File: config.mk
export PLATFORM = sky130hd
export DESIGN_NAME = wptr_ctrl_flat
export DESIGN_NICKNAME = d
export VERILOG_FILES = /design/src/rtl/wptr_ctrl_if.sv /design/src/rtl/wptr_ctrl.sv /design/src/flat_wrapper.sv
export SDC_FILE = /design/constraint.sdc
export NUM_CORES = 1
export LEC_CHECK = 0
export ABC_AREA = 1
export ABC_CLOCK_PERIOD_IN_PS = 4000
export CAP_MARGIN = 20
export CELL_PAD_IN_SITES_DETAIL_PLACEMENT = 0
export CELL_PAD_IN_SITES_GLOBAL_PLACEMENT = 2
export CORE_MARGIN = 8
export CORE_UTILIZATION = 27
export CTS_CLUSTER_SIZE = 40
export DETAILED_ROUTE_END_ITERATION = 8
export PLACE_DENSITY_LB_ADDON = 0.08
export SYNTH_ARGS = -nofsm -noshare
export SYNTH_HDL_FRONTEND = slang
export SYNTH_SLANG_ARGS = --single-unit
export TNS_END_PERCENT = 20
File: constraint.sdc
create_clock -name wclk -period 4 [get_ports wclk]
set_input_delay 0.4 -clock wclk [delete_from_list [all_inputs] [get_ports wclk]]
set_output_delay 0.4 -clock wclk [all_outputs]
set_load 0.02 [all_outputs]
File: src/rtl/wptr_ctrl_if.sv
// wptr_ctrl_if: bundles the write-side pointer controller signals.
//   master modport: the write client and the read-pointer synchroniser. It drives w_en, ovf_clr
//                   and g_rptr_sync, and it observes the pointer and flag outputs.
//   slave modport:  wptr_ctrl itself.
// Signals:
//   w_en         write request
//   ovf_clr      clears the sticky overflow flag
//   g_rptr_sync  Gray read pointer, already synchronised into the write clock domain
//   b_wptr       binary write pointer
//   g_wptr       Gray write pointer
//   waddr        memory write address
//   w_accept     the write is accepted this cycle
//   full         full flag
//   almost_full  almost-full flag
//   wlevel       fill level as seen from the write side
//   overflow     sticky flag, set when a write was attempted while full
`timescale 1ns/1ps
interface wptr_ctrl_if #(
   parameter int unsigned ADDR_WIDTH = 4
) ();
   localparam int unsigned Pw = ADDR_WIDTH + 1;

   logic                  w_en;
   logic                  ovf_clr;
   logic [Pw-1:0]         g_rptr_sync;
   logic [Pw-1:0]         b_wptr;
   logic [Pw-1:0]         g_wptr;
   logic [ADDR_WIDTH-1:0] waddr;
   logic                  w_accept;
   logic                  full;
   logic                  almost_full;
   logic [Pw-1:0]         wlevel;
   logic                  overflow;

   modport master (
      output w_en, ovf_clr, g_rptr_sync,
      input  b_wptr, g_wptr, waddr, w_accept, full, almost_full, wlevel, overflow
   );

   modport slave (
      input  w_en, ovf_clr, g_rptr_sync,
      output b_wptr, g_wptr, waddr, w_accept, full, almost_full, wlevel, overflow
   );
endinterface

File: src/rtl/wptr_ctrl.sv
// wptr_ctrl: write-side pointer and flag controller for an asynchronous FIFO.
// The controller keeps the binary and Gray write pointers. It derives the full, almost-full and
// fill-level values from the read pointer after that pointer is synchronised into the write
// domain. It also records attempts to write into a full FIFO.
// Ports:
//   wclk  write-domain clock; all state updates on its rising edge
//   wrst  asynchronous active-high reset. Its release must already be synchronous to wclk.
//   bus   wptr_ctrl_if.slave: w_en, ovf_clr, g_rptr_sync in; b_wptr, g_wptr, waddr,
//         w_accept, full, almost_full, wlevel, overflow out
// Parameters:
//   ADDR_WIDTH  address width; depth = 2**ADDR_WIDTH, pointer width = ADDR_WIDTH+1
//   AFULL_TH    fill level at or above which almost_full asserts (1..depth)
`timescale 1ns/1ps
module wptr_ctrl #(
   parameter int unsigned ADDR_WIDTH = 4,
   parameter int unsigned AFULL_TH   = (1 << ADDR_WIDTH) - 2
) (
   input logic        wclk,
   input logic        wrst,
   wptr_ctrl_if.slave bus
);
   localparam int unsigned Pw = ADDR_WIDTH + 1;
   // The write pointer is full when it equals the read pointer with its two MSBs inverted.
   // This XOR mask selects those two MSBs, and it still works when Pw is 2.
   localparam logic [Pw-1:0] FullMask = Pw'(3) << (Pw - 2);
   localparam logic [Pw-1:0] AfullTh  = Pw'(AFULL_TH);

   logic [Pw-1:0] b_wptr_q, b_wptr_d;
   logic [Pw-1:0] g_wptr_q, g_wptr_d;
   logic [Pw-1:0] wlevel_q, wlevel_d;
   logic [Pw-1:0] b_rptr_sync;
   logic          full_q, full_d;
   logic          afull_q, afull_d;
   logic          ovf_q, ovf_d;
   logic          w_accept;

   // Gray-to-binary decode: binary bit i is the XOR of Gray bits Pw-1 down to i.
   always_comb begin
      b_rptr_sync = '0;
      for (int i = 0; i < int'(Pw); i++) begin
         b_rptr_sync[i] = ^(bus.g_rptr_sync >> i);
      end
   end

   // Writes are accepted only against the registered full flag. The flag is pessimistic, so
   // a write can never be accepted into a FIFO that is really full.
   assign w_accept = bus.w_en & ~full_q;

   always_comb begin
      b_wptr_d = b_wptr_q + Pw'(w_accept);
      g_wptr_d = (b_wptr_d >> 1) ^ b_wptr_d;
      // Compare the Gray codes directly, so the flag does not depend on the binary decode of
      // the synchronised pointer.
      full_d   = (g_wptr_d == (bus.g_rptr_sync ^ FullMask));
      wlevel_d = b_wptr_d - b_rptr_sync;
      afull_d  = (wlevel_d >= AfullTh);
      // A new overflow event wins over a clear in the same cycle.
      ovf_d    = (bus.w_en & full_q) | (ovf_q & ~bus.ovf_clr);
   end

   always_ff @(posedge wclk or posedge wrst) begin
      if (wrst) begin
         b_wptr_q <= '0;
         g_wptr_q <= '0;
         wlevel_q <= '0;
         full_q   <= 1'b0;
         afull_q  <= 1'b0;
         ovf_q    <= 1'b0;
      end else begin
         b_wptr_q <= b_wptr_d;
         g_wptr_q <= g_wptr_d;
         wlevel_q <= wlevel_d;
         full_q   <= full_d;
         afull_q  <= afull_d;
         ovf_q    <= ovf_d;
      end
   end

   assign bus.b_wptr      = b_wptr_q;
   assign bus.g_wptr      = g_wptr_q;
   assign bus.waddr       = b_wptr_q[ADDR_WIDTH-1:0];
   assign bus.w_accept    = w_accept;
   assign bus.full        = full_q;
   assign bus.almost_full = afull_q;
   assign bus.wlevel      = wlevel_q;
   assign bus.overflow    = ovf_q;
endmodule

File: src/flat_wrapper.sv
// flat-port wrapper written by rule: the top's interface ports become plain ports
module wptr_ctrl_flat 
#(
   parameter int unsigned ADDR_WIDTH = 4,
   parameter int unsigned AFULL_TH   = (1 << ADDR_WIDTH) - 2
)
  (wclk, wrst, bus_w_en, bus_ovf_clr, bus_g_rptr_sync, bus_b_wptr, bus_g_wptr, bus_waddr, bus_w_accept, bus_full, bus_almost_full, bus_wlevel, bus_overflow);
  wptr_ctrl_if #(.ADDR_WIDTH(ADDR_WIDTH)) bus_i ();
  input logic wclk;
  input logic wrst;
  input wire logic [$bits(bus_i.w_en)-1:0] bus_w_en;
  input wire logic [$bits(bus_i.ovf_clr)-1:0] bus_ovf_clr;
  input wire logic [$bits(bus_i.g_rptr_sync)-1:0] bus_g_rptr_sync;
  output wire logic [$bits(bus_i.b_wptr)-1:0] bus_b_wptr;
  output wire logic [$bits(bus_i.g_wptr)-1:0] bus_g_wptr;
  output wire logic [$bits(bus_i.waddr)-1:0] bus_waddr;
  output wire logic [$bits(bus_i.w_accept)-1:0] bus_w_accept;
  output wire logic [$bits(bus_i.full)-1:0] bus_full;
  output wire logic [$bits(bus_i.almost_full)-1:0] bus_almost_full;
  output wire logic [$bits(bus_i.wlevel)-1:0] bus_wlevel;
  output wire logic [$bits(bus_i.overflow)-1:0] bus_overflow;
  assign bus_i.w_en = bus_w_en;
  assign bus_i.ovf_clr = bus_ovf_clr;
  assign bus_i.g_rptr_sync = bus_g_rptr_sync;
  assign bus_b_wptr = bus_i.b_wptr;
  assign bus_g_wptr = bus_i.g_wptr;
  assign bus_waddr = bus_i.waddr;
  assign bus_w_accept = bus_i.w_accept;
  assign bus_full = bus_i.full;
  assign bus_almost_full = bus_i.almost_full;
  assign bus_wlevel = bus_i.wlevel;
  assign bus_overflow = bus_i.overflow;
  wptr_ctrl #(.ADDR_WIDTH(ADDR_WIDTH), .AFULL_TH(AFULL_TH)) u_core (.wclk(wclk), .wrst(wrst), .bus(bus_i));
endmodule
==> impl_results.md, run 1 <==
* Core ar. at 3690 um^2
* CP max stage cell: clkdlybuf4s50_1
* Routed wl met3 at 151 um
* Area growth from synthesis to layout at 35.3%
* CTS root buffer: clkbuf_8
* Grt total ovfl at 0
* Post-CTS Setup Bufs at 0
* Layout cells sized above 1 at 8.75%
* GR Util All Layers at 8.23%
* Post-route cell area at 1400 um^2
* Initial antenna violation count at 0
* Worst Reg2Reg Path Length in Cells at 12
* Worst-path cell chain: clkdlybuf4s50_1 -> inv_1 -> nor2_1 -> ha_1 -> ha_1 -> nand2_1 -> nand2_2 -> inv_2 -> ha_1 -> nand2_1 -> nand2_1 -> a31oi_1 -> nand2_1 -> and2_1
* Worst-path fanout max at 5
* Worst hold path stage count at 2
* Post-synth EDFFs at 0
* DRC Markers at 0
* Max Transition Viols Final at 0
* H-tree depth at 1
* Vias in the first global route at 878
* P per Cell Area at 926 nW/um^2
* Fin nets at 176
* Dpl hpwl at 1990 um
* Site Rows at 22
* Asr flop ratio synth at 100%
* Top sig layer: met4
* Resized cells post-CTS at 0
* P_leak at 0.704 nW
* Synth Area in Adders at 7.96%
* FF-to-FF End: u_core.bus.wlevel[3]
* Total detailed-routing wirelength at 2460 um
* CP required at 4140 ps
* Multiplexer share of the synthesized area at 0%
* Met1 Wirelength at 1110 um
* Ys flop type: dfrtp_1
* Die Width at 78.0 um
* Initial DRC count at 23
* Yosys top cell by area: dfrtp_1
* Critical Path Max Stage Delay at 470 ps
* Final ANT Viol Nets at 0
* Clock latency on the worst-skew pair at 250 ps
* Post-synthesis cell type count at 21
* Gpl congestion at 0.688
* Max-Cap Viols at 0
* Setup Skew at 1.81 ps
* Vias at 873
* IO buf count at 31
* Post-Synthesis Cells at 131
* Worst hold path type: reg -> reg
* Die H at 78.0 um
* Post-synth top area share at 41.0%
* CTS buffer count at 3
* Placed inst area at 1360 um^2
* Crit start category: primary input
* CTS tree: built
* Fraction of the mapped netlist area in compound gates at 1.93%
* Final setup viols at 0
* Syn_area_per_cell at 7.92 um^2
* First-pass DRT Iterations at 4
* ANT cells at 0
* XOR/XNOR Fraction of Synth Area at 5.67%
* Post-Syn Nets at 146
* RSZ-0062 raised after global routing: false
* Status: complete, no violations
* Critical Path Sink: u_core.bus.wlevel[3]
* Period utilization at 67.5%
* Die area at 6080 um^2
* Max VDD drop at 0.326 mV
* First-pass GRT wire length at 4100 um
* Post-Synth Simple-Gate Area at 30.4%
* Routed len/inst at 11.8 um
* Most used cell, CP: nand2_1
* Worst reg2reg setup slack at 1530 ps
* Met2 wire length at 1180 um
* FMAX at 0.370 GHz
* Headroom to the max-slew limit at 54.0%
* Synth area leaders: dfrtp_1, nand2_1, inv_1
* Post-CTS Hold Buffers at 0
* Measured slew at the worst slew-check pin at 689 ps
* Sequential area share after synthesis at 41.0%
* Critical Path AT at 2840 ps
* CTS Buffer Depth at 2
* Tmin final at 2700 ps
* R2r startpoint: u_core.bus.full
* Critical path class: in -> reg
* Final TNS setup at 0 ps
* Final Hold Vio Count at 0
* Worst Setup SP: bus_w_en
* Largest family of logic cells by synthesized area: simple AND/OR/NAND/NOR gates
* Largest net degree at the start of global routing at 18
* Yosys warnings at 0
* FF+latch count, synth at 17
* Syn Std Cell Area at 1040 um^2
* Vias per cell at 4.20
* Initial Utilization at 28.1%
* Clock slew at reported path FFs at 70 ps
* Nature of the critical path endpoint: flop
* Clk sinks at 17
* I/O pin cnt at 32
through the flow:
stage / hold WS, ps / utilization, % / worst slack [ps] / power (W) / instances
2_1_floorplan: 326 / - / 1530 / 0.000893 / 131
3_3_place_gp: 507 / 36.8 / 1030 / 0.00119 / 204
3_5_place_dp: 518 / 36.8 / 994 / 0.00119 / 204
4_1_cts: 531 / 38.1 / 1260 / 0.00133 / 208
5_1_grt: 581 / 38.1 / 1030 / 0.00143 / 208
6_report: 529 / 38.1 / 1300 / 0.00130 / 208
critical path, delay by kind of cell:
kind | cells | cell delay, ps
compound gates | 1 | 190
simple gates | 7 | 830
buf+inv | 3 | 560
fa+ha+maj | 3 | 870
power breakdown:
part	total, W	switching (W)	internal, W
Combinational	0.000858	0.000496	0.000362
Sequential	0.000313	0.0000547	0.000259
Clock	0.000129	0.0000580	0.0000706
Total	0.00130	0.000609	0.000691
cells in the final DEF (no fill, tap or decap), drive strengths merged:
cell	netlist	layout
nand2	46	46
clkdlybuf4s50	0	31
inv	23	23
dfrtp	17	17
nand3	11	11
nor2	6	6
ha	5	5
clkbuf	0	4
nand4	3	3
nand3b	3	3
xnor2	3	3
xor2	2	2
o21ai	2	2
a31oi	1	1
and2	1	1
nor3	1	1
fa	1	1
cells by family (layout without fill, tap and decap cells):
| group | count (synthesis) | after routing |
|---|---|---|
| AOI/OAI and AO/OA | 3 | 3 |
| DFF | 17 | 17 |
| adders and majority gates | 6 | 6 |
| and+or+nand+nor | 71 | 71 |
| buffers and inverters | 29 | 58 |
| xor gates and xnor gates | 5 | 5 |
synth_stat cells (2+ instances only):
cell type / instances
nand3b_1: 3
nand3_1: 11
inv_2: 3
nand2_1: 41
ha_1: 5
nand2_2: 5
inv_1: 20
nor2_1: 6
xnor2_2: 2
buf_4: 5
dfrtp_1: 17
xor2_1: 2
nand4_1: 3
how the worst min path moves through the flow:
stage                             start                     end  slack [ps]
finish              u_core.bus.overflow     u_core.bus.overflow         530
global route        u_core.bus.overflow     u_core.bus.overflow         580
CTS                 u_core.bus.overflow     u_core.bus.overflow         530
detailed placement  u_core.bus.overflow     u_core.bus.overflow         520
global placement        u_core.bus.full     u_core.bus.overflow         510
floorplan                          wrst  u_core.bus.almost_full         330
layout make-up:
cell class,instances,area [um^2]
Fill cell,411,2280
Multi-Input combinational cell,85,477
Sequential cell,17,425
Timing Repair Buffer,31,310
Inverter,23,86.3
Tap cell,48,60.1
Clock buffer,4,45.0
layer usage:
layer | vias up | global-route usage, %
met2 | 17 | 13.4
li1 | 454 | -
met1 | 400 | 10.1
met3 | 2 | 2.53
met4 | 0 | 2.78
met5 | - | 0
sequential cells by signal, indices dropped and copies added, names as in the netlist:
signal,flops
u_core.bus.full,1
u_core.bus.g_wptr,4
u_core.bus.almost_full,1
u_core.bus.overflow,1
u_core.bus.wlevel,5
u_core.bus.b_wptr,5
(Power assumes the default switching activity.)
==> run 2: changes to the inputs <==
--- a/config.mk
+++ b/config.mk
@@ -6,12 +6,12 @@
 export NUM_CORES = 1
 export LEC_CHECK = 0
 export ABC_AREA = 1
-export ABC_CLOCK_PERIOD_IN_PS = 4000
+export ABC_CLOCK_PERIOD_IN_PS = 2300
 export CAP_MARGIN = 20
 export CELL_PAD_IN_SITES_DETAIL_PLACEMENT = 0
 export CELL_PAD_IN_SITES_GLOBAL_PLACEMENT = 2
 export CORE_MARGIN = 8
-export CORE_UTILIZATION = 27
+export CORE_UTILIZATION = 23
 export CTS_CLUSTER_SIZE = 40
 export DETAILED_ROUTE_END_ITERATION = 8
 export PLACE_DENSITY_LB_ADDON = 0.08
==> constraint.sdc (replaced) <==
create_clock -name wclk -period 2.3 [get_ports wclk]
set_input_delay 0.23 -clock wclk [delete_from_list [all_inputs] [get_ports wclk]]
set_output_delay 0.23 -clock wclk [all_outputs]
set_load 0.02 [all_outputs]
==> impl_results.md, run 2 (synthesis results as in run 1) <==
* Status: complete, no violations
* Worst Slack Setup Final at 131 ps (-1170 ps)
* Fin util at 36.2% (-1.9 points)
* Final Hold Vio Count at 0 (unchanged)
* Initial antenna violation count at 0 (unchanged)
* Gpl congestion at 0.745 (+8.3%)
* Final ANT Viol Nets at 0 (unchanged)
* Most frequent cells in the layout: nand2_1, clkdlybuf4s50_1, inv_1
* Critical Path AT at 2320 ps (-520 ps)
* H-tree depth at 1 (unchanged)
* Crit path buf inv count at 2 (-1)
* Largest net degree at the start of global routing at 18 (unchanged)
* Most used cell, CP: xnor2_2
* Clock slew at reported path FFs at 70 ps (about the same)
* Measured slew at the worst slew-check pin at 690 ps (+1.35 ps)
* Site Rows at 24 (+9.1%)
* Vias per cell at 4.15 (-1.0%)
* Final setup viols at 0 (unchanged)
* CTS Buffer Depth at 2 (unchanged)
* Layout cells sized above 1 at 20.6% (+12 points)
* ANT cells at 0 (unchanged)
* CTS root buffer: clkbuf_8
* Vias in the first global route at 1019 (+16%)
* Period utilization at 94.3%
* IO buf count at 31 (unchanged)
* Final Total Pwr at 0.00253 W (+95%)
* Total detailed-routing wirelength at 2690 um (+9.6%)
* Finished Layout Cells at 227 (+9.1%)
* GR Util All Layers at 8.20% (-0.032 points)
* Crit start category: primary input
* Fill cells at 453 (+10%)
* Placed inst area at 1480 um^2 (+8.7%)
* CP max stage cell: clkdlybuf4s50_1
* Fin nets at 191 (+8.5%)
* Clk sinks at 17 (unchanged)
* Grt total ovfl at 0 (unchanged)
* DRC Markers at 0 (unchanged)
* First-pass GRT wire length at 4710 um (+15%)
* Headroom to the max-slew limit at 53.9% (-0.090 points)
* P_leak at 0.805 nW (+14%)
* Worst slack at placement at -347 ps (-1340 ps)
* CP required at 2450 ps (-1690 ps)
* Post-route cell area at 1580 um^2 (+12%)
* Nature of the critical path endpoint: flop
* Worst-path fanout max at 2 (-3)
* CTS tree: built
* Critical path class: in -> reg
* Worst hold path type: in -> reg
* Routed len/inst at 11.9 um (+0.39%)
* FMAX at 0.461 GHz
* Die H at 83.2 um (+6.6%)
* Inst Count DP at 222 (+8.8%)
* Clock latency on the worst-skew pair at 250 ps (about the same)
* Core ar. at 4350 um^2 (+18%)
* Critical Path Max Stage Delay at 470 ps (about the same)
* Dpl hpwl at 2150 um (+8.2%)
* Max VDD drop at 0.512 mV (+57%)
* Setup Skew at 2.35 ps (+0.534 ps)
* P per Cell Area at 1600 nW/um^2 (+73%)
* Vias at 943 (+8.0%)
* Max Transition Viols Final at 0 (unchanged)
* Cell family with most CP delay: adder cells
* Die Width at 83.2 um (+6.6%)
* Area occupied by multi-input gates at 526 um^2 (+10%)
* First-pass DRT Iterations at 4 (unchanged)
* Tmin final at 2170 ps
* Initial Utilization at 23.8% (-4.3 points)
* RSZ-0062 raised after global routing: false
* Max-Cap Viols at 0 (unchanged)
* Register area at 425 um^2 (unchanged)
* Initial DRC count at 39 (+70%)
* Area growth from synthesis to layout at 52.0%
* I/O pin cnt at 32 (unchanged)
* CTS buffer count at 3 (unchanged)
* Most common cell after layout, fill and taps aside: nand2_1
* Worst-path cell chain: clkdlybuf4s50_1 -> xnor2_2 -> xnor2_2 -> xor2_1 -> ha_1 -> fa_1 -> nor2_2 -> buf_4 -> nor3_1 -> nand3_1 -> nand2_1
* Die area at 6910 um^2 (+14%)
==> run 2: routing by layer <==
layer | routed length, um | up-vias | GRT usage, %
li1 | - | 484 | -
met1 | 1140 | 438 | 8.90
met2 | 1330 | 19 | 13.7
met3 | 215 | 2 | 3.71
met4 | 17 | 0 | 2.88
met5 | 0 | - | 0
==> run 2: final timing paths <==
check                                     from                      to  slack, ps  cells past startpoint
hold / removal              bus_g_rptr_sync[3]         u_core.bus.full        330                      4
hold reg to reg            u_core.bus.overflow     u_core.bus.overflow        530                      2
setup / recovery            bus_g_rptr_sync[2]  u_core.bus.almost_full        130                     11
setup reg to reg               u_core.bus.full  u_core.bus.almost_full        220                     10
min in group asynchronous                 wrst     u_core.bus.overflow        380                      2
max in group asynchronous                 wrst    u_core.bus.g_wptr[0]       1480                      2
==> run 2: power breakdown <==
part / switching [W] / internal [W]
clock: 0.000108 / 0.000120
combinational: 0.000930 / 0.000817
sequential: 0.000105 / 0.000449
total: 0.00114 / 0.00139
==> run 2: cell type report <==
cell class                      count  area share [%]
Multi-Input combinational cell     85            33.3
Sequential cell                    17            27.0
Clock buffer                        3            2.62
Inverter                           23            5.48
Clock inverter                      1           0.317
Tap cell                           52            4.13
Timing Repair Buffer               46            27.1
==> run 2: worst min-delay path, stage by stage <==
cell and delay (ps):
dlymetal6s2s_1 160, nand2_1 70, nand2_1 50, nor2_1 40
==> run 2: metrics by stage <==
| step | TNS [ps] | hold WS (ps) |
|---|---|---|
| detailed placement | -983 | 524 |
| CTS | 0 | 414 |
| global route | 0 | 399 |
| finish | 0 | 328 |
| global placement | -912 | 514 |
| floorplan | 0 | 156 |
==> run 2: timing repair <==
action | CTS | global route
hold buffers | 0 | 0
setup buffers | 0 | 1
endpoints found under the setup margin | 2 | 3
gates resized for setup | 1 | 7
pin swaps | 2 | 2
hold endpoints to repair | 0 | 0
